File: config.mk
export PLATFORM = sky130hd
export DESIGN_NAME = o_buft_bus_sched_flat
export DESIGN_NICKNAME = d
export VERILOG_FILES = /design/src/rtl/o_buft_bus_sched_if.sv /design/src/rtl/o_buft_bus_sched.sv /design/src/flat_wrapper.sv
export SDC_FILE = /design/constraint.sdc
export NUM_CORES = 1
export LEC_CHECK = 0
export ABC_AREA = 1
export CORE_MARGIN = 5
export CORE_UTILIZATION = 35
export DETAILED_ROUTE_END_ITERATION = 7
export GPL_ROUTABILITY_DRIVEN = 0
export SYNTH_ARGS = -nofsm -noshare
export SYNTH_HDL_FRONTEND = slang
export SYNTH_SLANG_ARGS = --single-unit
export TNS_END_PERCENT = 5
File: constraint.sdc
create_clock -name clk -period 2.5 [get_ports clk]
set_input_delay 0.5 -clock clk [delete_from_list [all_inputs] [get_ports clk]]
set_output_delay 0.5 -clock clk [all_outputs]
set_load 0.03 [all_outputs]
File: src/rtl/o_buft_bus_sched_if.sv
// Bundle between fabric requesters and the O_BUFT pad scheduler.
// Requesters raise req[k] and keep it high for as long as they want the pad.
// gnt[k] answers one cycle after the registered request is seen. The owner's
// data[k] then reaches buf_i one cycle after it is sampled.
// Dropping req[k] (or a forced release) ends ownership; gnt is never more than one-hot.
interface o_buft_bus_sched_if #(
  parameter int NUM_REQ = 4
) ();
  logic [NUM_REQ-1:0] req;
  logic [NUM_REQ-1:0] data;
  logic [NUM_REQ-1:0] gnt;
  logic               buf_i;
  logic               buf_t;
  logic               busy;
  logic               timeout;
  logic [1:0]         state;

  modport master (
    output req, data,
    input  gnt, buf_i, buf_t, busy, timeout, state
  );

  modport slave (
    input  req, data,
    output gnt, buf_i, buf_t, busy, timeout, state
  );
endinterface

File: src/rtl/o_buft_bus_sched.sv
// Round-robin scheduler sharing one O_BUFT pad between NUM_REQ requesters,
// with high-Z turnaround between owners and an optional per-grant hold limit.
module o_buft_bus_sched #(
  parameter int NUM_REQ     = 4,
  parameter int TURN_CYCLES = 1,
  parameter int MAX_HOLD    = 16
) (
  input logic               clk,
  input logic               rst,
  o_buft_bus_sched_if.slave bus
);

  localparam int IW = $clog2(NUM_REQ);

  localparam logic [1:0] IDLE  = 2'd0;
  localparam logic [1:0] DRIVE = 2'd1;
  localparam logic [1:0] TURN  = 2'd2;

  logic [1:0]         state;
  logic [NUM_REQ-1:0] req_q;
  logic [IW-1:0]      ptr;
  logic [IW-1:0]      owner;
  logic [15:0]        hold_cnt;
  logic [3:0]         turn_cnt;
  logic [NUM_REQ-1:0] gnt_r;
  logic               buf_i_r;
  logic               buf_t_r;
  logic               timeout_r;

  logic               win_valid;
  logic [IW-1:0]      win_idx;
  logic [IW:0]        scan;
  logic [IW-1:0]      ptr_next;
  logic               owner_req;
  logic               hold_limit;
  logic               drop;
  logic               force_rel;
  logic [1:0]         after_release;

  // Scan from ptr upward with wrap; the first requester found wins.
  always_comb begin
    win_valid = 1'b0;
    win_idx   = '0;
    scan      = '0;
    for (int i = 0; i < NUM_REQ; i++) begin
      scan = {1'b0, ptr} + (IW+1)'(i);
      if (scan >= (IW+1)'(NUM_REQ)) begin
        scan = scan - (IW+1)'(NUM_REQ);
      end
      if (!win_valid && req_q[scan[IW-1:0]]) begin
        win_valid = 1'b1;
        win_idx   = scan[IW-1:0];
      end
    end
  end

  always_comb begin
    ptr_next = (win_idx == IW'(NUM_REQ - 1)) ? '0 : win_idx + IW'(1);
  end

  // A drop always wins over the limit, so a simultaneous drop never pulses timeout.
  always_comb begin
    owner_req     = req_q[owner];
    hold_limit    = (MAX_HOLD != 0) && (hold_cnt == 16'(MAX_HOLD));
    drop          = !owner_req;
    force_rel     = owner_req && hold_limit;
    after_release = (TURN_CYCLES > 0) ? TURN : IDLE;
  end

  always_ff @(posedge clk) begin
    if (rst) begin
      state     <= IDLE;
      req_q     <= '0;
      ptr       <= '0;
      owner     <= '0;
      hold_cnt  <= '0;
      turn_cnt  <= '0;
      gnt_r     <= '0;
      buf_i_r   <= 1'b0;
      buf_t_r   <= 1'b0;
      timeout_r <= 1'b0;
    end else begin
      req_q     <= bus.req;
      timeout_r <= 1'b0;
      case (state)
        IDLE: begin
          if (win_valid) begin
            state    <= DRIVE;
            owner    <= win_idx;
            gnt_r    <= NUM_REQ'(1) << win_idx;
            buf_t_r  <= 1'b1;
            buf_i_r  <= bus.data[win_idx];
            ptr      <= ptr_next;
            hold_cnt <= 16'd1;
          end
        end
        DRIVE: begin
          if (drop || force_rel) begin
            state     <= after_release;
            gnt_r     <= '0;
            buf_t_r   <= 1'b0;
            buf_i_r   <= 1'b0;
            timeout_r <= force_rel;
            hold_cnt  <= '0;
            turn_cnt  <= 4'd1;
          end else begin
            buf_i_r <= bus.data[owner];
            if (hold_cnt != 16'hffff) begin
              hold_cnt <= hold_cnt + 16'd1;
            end
          end
        end
        TURN: begin
          if (turn_cnt == 4'(TURN_CYCLES)) begin
            state    <= IDLE;
            turn_cnt <= '0;
          end else begin
            turn_cnt <= turn_cnt + 4'd1;
          end
        end
        default: begin
          state   <= IDLE;
          gnt_r   <= '0;
          buf_t_r <= 1'b0;
          buf_i_r <= 1'b0;
        end
      endcase
    end
  end

  assign bus.gnt     = gnt_r;
  assign bus.buf_i   = buf_i_r;
  assign bus.buf_t   = buf_t_r;
  assign bus.timeout = timeout_r;
  assign bus.busy    = (state != IDLE);
  assign bus.state   = state;

  // Pad-safety invariants: one driver at most, and never drive without a grant.
  a_gnt_onehot: assert property (@(posedge clk) disable iff (rst) $onehot0(gnt_r));
  a_t_needs_gnt: assert property (@(posedge clk) disable iff (rst) buf_t_r |-> (gnt_r != '0));

endmodule

File: src/flat_wrapper.sv
// flat-port wrapper written by rule: the top's interface ports become plain ports
module o_buft_bus_sched_flat 
#(
  parameter int NUM_REQ     = 4,
  parameter int TURN_CYCLES = 1,
  parameter int MAX_HOLD    = 16
)
  (clk, rst, bus_req, bus_data, bus_gnt, bus_buf_i, bus_buf_t, bus_busy, bus_timeout, bus_state);
  o_buft_bus_sched_if #(.NUM_REQ(NUM_REQ)) bus_i ();
  input logic clk;
  input logic rst;
  input wire logic [$bits(bus_i.req)-1:0] bus_req;
  input wire logic [$bits(bus_i.data)-1:0] bus_data;
  output wire logic [$bits(bus_i.gnt)-1:0] bus_gnt;
  output wire logic [$bits(bus_i.buf_i)-1:0] bus_buf_i;
  output wire logic [$bits(bus_i.buf_t)-1:0] bus_buf_t;
  output wire logic [$bits(bus_i.busy)-1:0] bus_busy;
  output wire logic [$bits(bus_i.timeout)-1:0] bus_timeout;
  output wire logic [$bits(bus_i.state)-1:0] bus_state;
  assign bus_i.req = bus_req;
  assign bus_i.data = bus_data;
  assign bus_gnt = bus_i.gnt;
  assign bus_buf_i = bus_i.buf_i;
  assign bus_buf_t = bus_i.buf_t;
  assign bus_busy = bus_i.busy;
  assign bus_timeout = bus_i.timeout;
  assign bus_state = bus_i.state;
  o_buft_bus_sched #(.NUM_REQ(NUM_REQ), .TURN_CYCLES(TURN_CYCLES), .MAX_HOLD(MAX_HOLD)) u_core (.clk(clk), .rst(rst), .bus(bus_i));
endmodule
**Word-level counts from Yosys, hierarchy flattened**

Cells that the tools add are included.

- Register bits after elaboration: 37
- Output and inout bits: 10
- Word-level logic and storage cells: 111

- Add/sub/neg operators: 10
- $lt $le $gt $ge: 10
- Equal/unequal tests: 10
- Shift-type cells: 1
- Mux-type cells: 47
- Bitwise gates (word level): 3
- Reduce and logical (&&, ||, !) cells: 20

Operators with widths:

| operator | count |
|---|---|
| two-way mux 16 bit | 3 |
| case mux 16 bit (2 select lines) | 1 |
| two-way mux 2 bit | 12 |
| < comparator 2 x 3 -> 1 bit (second input constant) | 6 |
| adder 16 x 1 -> 16 bit (second input constant) | 1 |
| equality test 16 x 5 -> 1 bit (second input constant) | 1 |
| two-way mux 4 bit | 4 |
| inequality test 16 bit (second input constant) | 1 |
| two-way mux 1 bit | 15 |
| binary-select mux 1 bit (select 2 bit) | 7 |
| case mux 4 bit (3 select lines) | 1 |
| >= comparator 3 bit (second input constant) | 3 |
| AND reduction 3 bit | 3 |
| case mux 4 bit (2 select lines) | 1 |
| subtractor 2 x 1 -> 2 bit (second input constant) | 4 |
| adder 2 x 2 -> 3 bit (second input constant) | 2 |
| inequality test 2 x 1 -> 1 bit (second input constant) | 3 |
| case mux 1 bit (3 select lines) | 2 |
| case mux 2 bit (3 select lines) | 1 |
| AND reduction 2 bit | 3 |
| nonzero test 2 bit | 3 |
| adder 4 x 1 -> 4 bit (second input constant) | 1 |
| equality test 2 bit (second input constant) | 2 |
| equality test 4 x 1 -> 1 bit (second input constant) | 1 |
| other kinds (12) | 20 |

**Logic depth before layout (Yosys ltp)**

Gate-level depths: netlist of the first run.

- Word-level depth: 18
- Depth in mapped cells: 15
- Depth with buffers taken out: 15

**Worst setup path before layout of the first run**

OpenSTA, ideal clock, no wires.

- Path type: register to register
- Start point: register u_core.ptr[0]
- End point: register u_core.ptr[1]
- Arrival: 1.631 ns
- Slack: 0.749 ns
- Stages on the path, launching flop included: 12
- Path buffers: 1
- Path through: dfxtp_1 -> buf_4 -> nand2_1 -> nand3_1 -> nand2_2 -> nor2_4 -> nand4_1 -> nand2_2 -> inv_2 -> ha_1 -> o21ai_0 -> a21oi_1

- Cells in the longest elaborated chain, start to end: 16
- Elaborated cells on any way between the ends: 41

RTL lines:

| what | line | source |
|---|---|---|
| start, declared | o_buft_bus_sched.sv:21 | `logic [IW-1:0] ptr;` |
| start signal, assigned | o_buft_bus_sched.sv:93 | `ptr <= ptr_next;` |
| branches (longest 13 deep; another with adder 2 x 1 -> 3 bit) | -- |  |
| two-way mux 2 bit * | o_buft_bus_sched.sv:50 | `if (!win_valid && req_q[scan[IW-1:0]]) begin` |
| net u_core.win_idx[1] | o_buft_bus_sched.sv:31 | `logic [IW-1:0] win_idx;` |
| adder 2 x 1 -> 2 bit or equality test 2 bit (tied branches) | o_buft_bus_sched.sv:58 | `ptr_next = (win_idx == IW'(NUM_REQ - 1)) ? '0 : win_idx + IW'(1);` |
| two-way mux 2 bit * | o_buft_bus_sched.sv:58 |  |
| net u_core.ptr_next[1] | o_buft_bus_sched.sv:33 | `logic [IW-1:0] ptr_next;` |

Mark *: on every way through the listed nets, which the timed path passes. The select of a mux whose other input is x is not followed.
A chain may end at the register's enable or synchronous reset.

**Final worst setup path of the first run**

- Start point: register u_core.state[1], in the netlist u_core.bus.state[1]
- End point: output bus_busy

- Cells in the longest elaborated chain, start to end: 1

RTL lines:

| what | line | source |
|---|---|---|
| start, declared | o_buft_bus_sched.sv:19 | `logic [1:0] state;` |
| start signal, assigned | o_buft_bus_sched.sv:99 | `state <= after_release;` |
| nonzero test 2 bit | o_buft_bus_sched.sv:135 | `assign bus.busy = (state != IDLE);` |
| end, declared | flat_wrapper.sv:17 | `output wire logic [$bits(bus_i.busy)-1:0] bus_busy;` |

Every way passes these cells.

==> flow_metrics.tcl, run 1 <==
set metrics [dict create \
    seq_area_um2 741 \
    max-vdd-ir-drop_uv 717 \
    fill_cells 631 \
    drv_cap 0 \
    min_path_type "reg -> reg" \
    insertion_delay_ns 0.29 \
    syn_avg_cell_area_um2 6.75 \
    slew_headroom_pct 60.4 \
    tns_ns 0 \
    coreArea_um2 6280 \
    fin_crit_sh_pct 86.6 \
    slew_viol_final 0 \
    leakagePower_uw 0.00106 \
    setup_viol 0 \
    p_int_uw 1470 \
    clk_pin_slew_ns 0.08 \
    worst-setup-path-type "reg -> out" \
    firstDrtPassIters 4 \
    power_frac_clock_pct 20.1 \
    rsz0062_at_grt "false" \
    reg2reg_from "u_core.ptr[0]" \
    ios 20 \
    diodes 0 \
    initialDrtViolationCount 116 \
    endpoint "bus_busy" \
    nets 371 \
    sw_frac_of_total_pct 46.4 \
    cts_resized 0 \
    worst_slew_pin_slew_ns 0.588 \
    viasPerCell 4.90 \
    die_area_um2 8060 \
    post-route-util_pct 41.7 \
    cts_setup_buffers 0 \
    reg2regPathDepth 12 \
    multi_input_area_um2 1270 \
    seq_power_share_pct 28.7 \
    worstPathArrival_ns 1.67 \
    vias 2113 \
    die_h_um 89.8 \
    hpwlAfterDp_um 3990 \
    yosys_warnings 0 \
    p_per_area_nw_per_um2 1050 \
    rrSetupSlack_ns 0.38 \
    cp.required_ns 2.00 \
    clockBufferDepth 2 \
    grt_pass1_vias 1948 \
    numClockSinks 37 \
    critPathMaxFanout 5 \
    cp-startpoint "u_core.bus.state[1]" \
    antenna_found_initial 0 \
    placedCellCount 423 \
    critPathLaunchType "flip-flop" \
    synth_fp_nets 348 \
    power_switching_uw 1270 \
    htree_levels 2 \
    start_util_pct 35.5 \
    finClkSkew_ns 0.00370 \
    layout_commonest_cell "nand2_1" \
    grt_overflow 0 \
    fin_crit_ns 2.17 \
    layout_common_cells "nand2_1, inv_1, dfxtp_1, nor2_1, a21oi_1" \
    r2r_end "u_core.ptr[1]" \
    cts_tree "yes" \
    status "finished clean" \
    ys_seq_elements 37 \
    fin_cells 431 \
    portBuffers 19 \
    grt.total_usage_pct 13.2 \
    cts_root_buf "clkbuf_8" \
    layout-drive-gt1-share_pct 11.0 \
    power_frac_comb_pct 51.3 \
    grt_first_pass_wirelength_um 9030 \
    syn_inst 330 \
    drc 0 \
    core.rowCount 29 \
    grt_max_degree 20 \
    synth_area_um2 2230 \
    synth_seq_area_share_pct 33.2 \
    cts_buffers 5 \
    ctsHoldBuffers 0 \
    fmaxAchievable_ghz 0.462 \
    ys_types 38 \
    endpoint_kind "output port" \
    ant_nets 0 \
    die_w_um 89.8 \
    area_growth_pct 17.4 \
    wl_per_cell_um 12.2 \
    hold_viol 0 \
    drt-total-wl_um 5240 \
]
logic make-up after synthesis:
family                     synth area share, %
adders and majority gates                 4.49
DFF                                       33.2
buffers and inverters                     9.88
AOI/OAI and AO/OA                         14.2
and+or+nand+nor                           36.6
xor gates and xnor gates                  1.57
final cells by class:
cell class	count	area share (%)
Multi-Input combinational cell	239	48.4
Clock inverter	2	1.43
Timing Repair Buffer	21	7.84
Clock buffer	6	3.16
Sequential cell	37	28.3
Inverter	49	7.13
Tap cell	77	3.68
worst max-delay path, cell delays in order, from the launching register on:
cell and delay [ns]:
dfxtp_1 0.37, nor2_1 0.33, inv_1 0.07, clkdlybuf4s50_1 0.61
worst min path at each step:
| stage | from | end | slack, ns | cells after the start |
|---|---|---|---|---|
| 6_report | u_core.bus.gnt[1] | u_core.bus.gnt[1] | 0.46 | 2 |
| 3_5_place_dp | u_core.bus.gnt[1] | u_core.bus.gnt[1] | 0.46 | 2 |
| 5_1_grt | u_core.bus.gnt[1] | u_core.bus.gnt[1] | 0.48 | 2 |
| 2_1_floorplan | u_core.hold_cnt[13] | u_core.hold_cnt[13] | 0.47 | 2 |
| 4_1_cts | u_core.bus.gnt[1] | u_core.bus.gnt[1] | 0.47 | 2 |
| 3_3_place_gp | u_core.bus.gnt[1] | u_core.bus.gnt[1] | 0.46 | 2 |
state kept, by name, summed over array words and instances, names as in the netlist:
| register | cells |
|---|---|
| u_core.bus.buf_i | 1 |
| u_core.bus.buf_t | 1 |
| u_core.bus.gnt | 4 |
| u_core.bus.state | 2 |
| u_core.bus.timeout | 1 |
| u_core.hold_cnt | 16 |
| u_core.owner | 2 |
| u_core.ptr | 2 |
| u_core.req_q | 4 |
| u_core.turn_cnt | 4 |
layer usage:
metal  routed length (µm)  global-route usage (%)  part of all wire (%)  vias to the layer above
met5                    0                       0                     0                        -
met4                   77                    4.53                   1.5                        0
met3                  152                    2.75                   2.9                        7
met2                 2220                    19.2                    42                       39
met1                 2780                    19.2                    53                      938
li1                     -                       -                     -                     1129
synth_stat cells:
library cell  instances  area, µm²
xor2_1                3       26.3
o21a_1                1       7.51
inv_1                41        154
nor3_1                8       40.0
o21ai_0              13       65.1
dfxtp_1              37        741
nand3_4               1       17.5
nor3_4                1       16.3
nor2_4                1       11.3
buf_4                 1       7.51
nand2_1              84        315
nand4_2               1       12.5
a32oi_1               1       8.76
nand2_2               6       37.5
nand3_2               2       20.0
nor4_1                4       25.0
o221ai_1              1       8.76
o32ai_1               1       8.76
ha_1                  8        100
buf_8                 1       15.0
o22ai_1               3       18.8
xnor2_1               1       8.76
inv_4                 1       6.26
clkbuf_1              3       11.3
nand2_4               1       11.3
a21oi_1              26        130
nand4_1              11       68.8
nor2_1               28        105
inv_2                 7       26.3
nor3b_1               1       7.51
nor2_2                2       12.5
a31oi_1               2       12.5
nor3_2                2       20.0
a211oi_2              1       12.5
nand3_1              19       95.1
a211oi_1              1       7.51
o21ai_1               2       10.0
a21oi_2               3       26.3
per-stage QoR:
| stage | hold WS [ns] | instance area (µm²) | total power (µW) | setup WS, ns |
|---|---|---|---|---|
| 6_report | 0.464 | 2620 | 2750 | 0.334 |
| 5_1_grt | 0.484 | 2620 | 2990 | 0.182 |
| 4_1_cts | 0.468 | 2620 | 2760 | 0.306 |
| 3_5_place_dp | 0.456 | 2500 | 2200 | 0.411 |
| 3_3_place_gp | 0.458 | 2500 | 2200 | 0.492 |
| 2_1_floorplan | 0.471 | 2230 | 1860 | 0.749 |
power by group through the flow:
stage                     Sequential (µW)  Clock (µW)  Combinational [µW]
after floorplan                       855           0                1000
after global placement                800           0                1400
after detailed placement              799           0                1400
after CTS                             787         568                1410
after global routing                  807         595                1590
final                                 787         550                1410
Note: power is estimated with default switching activity, not from simulation.
==> run 2, diff against run 1 <==
- CELL_PAD_IN_SITES_DETAIL_PLACEMENT: default -> 1
- CELL_PAD_IN_SITES_GLOBAL_PLACEMENT: default -> 2
- CORE_UTILIZATION: 35 -> 32
- PLACE_DENSITY_LB_ADDON: default -> 0.1
- SETUP_SLACK_MARGIN: default -> 0.02
==> flow_metrics.tcl, run 2 (synthesis gave the netlist of run 1 again) <==
set metrics [dict create \
    post-route-util_pct 38.5 \
    cts_resized 0 \
    min_path_type "reg -> reg" \
    hpwlAfterDp_um 4880 \
    nets 372 \
    start_util_pct 32.8 \
    finClkSkew_ns 0.00397 \
    slew_headroom_pct 59.0 \
    fin_crit_sh_pct 88.9 \
    critPathLaunchType "flip-flop" \
    numClockSinks 37 \
    dpl_cell_area_um2 2530 \
    cts_buffers 5 \
    antenna_found_initial 0 \
    insertion_delay_ns 0.28 \
    setup_viol 0 \
    portBuffers 19 \
    die_w_um 93.5 \
    diodes 0 \
    ios 20 \
    grt.total_usage_pct 15.2 \
    layout-drive-gt1-share_pct 11.0 \
    coreArea_um2 6790 \
    initialDrtViolationCount 92 \
    ant_nets 0 \
    vias 2165 \
    p_total_uw 2660 \
    tns_ns 0 \
    drv_cap 0 \
    worstPathArrival_ns 1.72 \
    cts_setup_buffers 0 \
    fmaxAchievable_ghz 0.450 \
    cts_tree "yes" \
    die_area_um2 8730 \
    worst-setup-path-type "reg -> out" \
    cp.required_ns 2.00 \
    finalHoldWorstSlack_ns 0.467 \
    status "finished clean" \
    htree_levels 2 \
    layout_common_cells "nand2_1, inv_1, dfxtp_1, nor2_1, a21oi_1" \
    largest_reg_flops 16 \
    slew_viol_final 0 \
    hold_viol 0 \
    grt_pass1_vias 2177 \
    clk_pin_slew_ns 0.07 \
    top_register "u_core.hold_cnt" \
    endpoint_kind "output port" \
    core.rowCount 30 \
    drc 0 \
    grt_first_pass_wirelength_um 10700 \
    p_per_area_nw_per_um2 1020 \
    clockBufferDepth 2 \
    critPathMaxFanout 5 \
    area_growth_pct 17.5 \
    ctsHoldBuffers 0 \
    layout_commonest_cell "nand2_1" \
    rsz0062_at_grt "false" \
    leakagePower_uw 0.00106 \
    fin_area_um2 2620 \
    wl_per_cell_um 13.8 \
    firstDrtPassIters 4 \
    drt-total-wl_um 6200 \
    max-vdd-ir-drop_uv 459 \
    grt_max_degree 20 \
    fin_crit_ns 2.22 \
    viasPerCell 4.81 \
    die_h_um 93.5 \
    grt_overflow 0 \
    worst_slew_pin_slew_ns 0.609 \
    cts_root_buf "clkbuf_8" \
]
-- run 2: layout make-up --
cell class,instances,area [µm²]
clock inverter,1,7.51
multi-input combinational,239,1270
timing repair buffer,22,213
tap,96,120
clock buffer,6,82.6
fill,880,4180
sequential,37,741
inverter,49,186
-- run 2: final timing paths --
kind / start / endpoint / slack (ns) / cells after the start
setup / recovery: u_core.bus.state[1] / bus_busy / 0.28 / 3
hold / removal: u_core.bus.gnt[0] / u_core.bus.gnt[0] / 0.47 / 2
hold reg to reg: u_core.bus.gnt[0] / u_core.bus.gnt[0] / 0.47 / 2
setup reg to reg: u_core.ptr[0] / u_core.ptr[1] / 0.32 / 10
-- run 2: stage by stage --
| step | std cells | setup WS (ns) |
|---|---|---|
| final | 450 | 0.278 |
| after floorplan | 330 | 0.749 |
| after global placement | 443 | 0.429 |
| after global routing | 450 | 0.129 |
| after CTS | 450 | 0.254 |
| after detailed placement | 443 | 0.360 |
-- run 2: worst max-delay path, cell delays in order, from the launching register on --
cell and delay (ns):
dfxtp_1 0.36, nor2_1 0.38, inv_1 0.09, clkdlybuf4s50_1 0.60
-- run 2: where the power goes --
| part | total, µW | internal, µW | switching (µW) | leakage (µW) |
|---|---|---|---|---|
| sequential | 790 | 692 | 97.8 | 0.000302 |
| combinational | 1440 | 455 | 985 | 0.000711 |
| clock | 435 | 218 | 217 | 0.0000433 |
| total | 2660 | 1360 | 1300 | 0.00106 |
-- run 2: routing by layer --
metal  GRT usage (%)  up-vias  share of wire (%)  wire length, µm
li1                -     1127                  -                -
met1            22.1     1012                 54             3340
met2            22.8       22                 43             2660
met3            2.90        4                2.3              141
met4            3.66        0               0.82               51
met5               0        -                  0                0
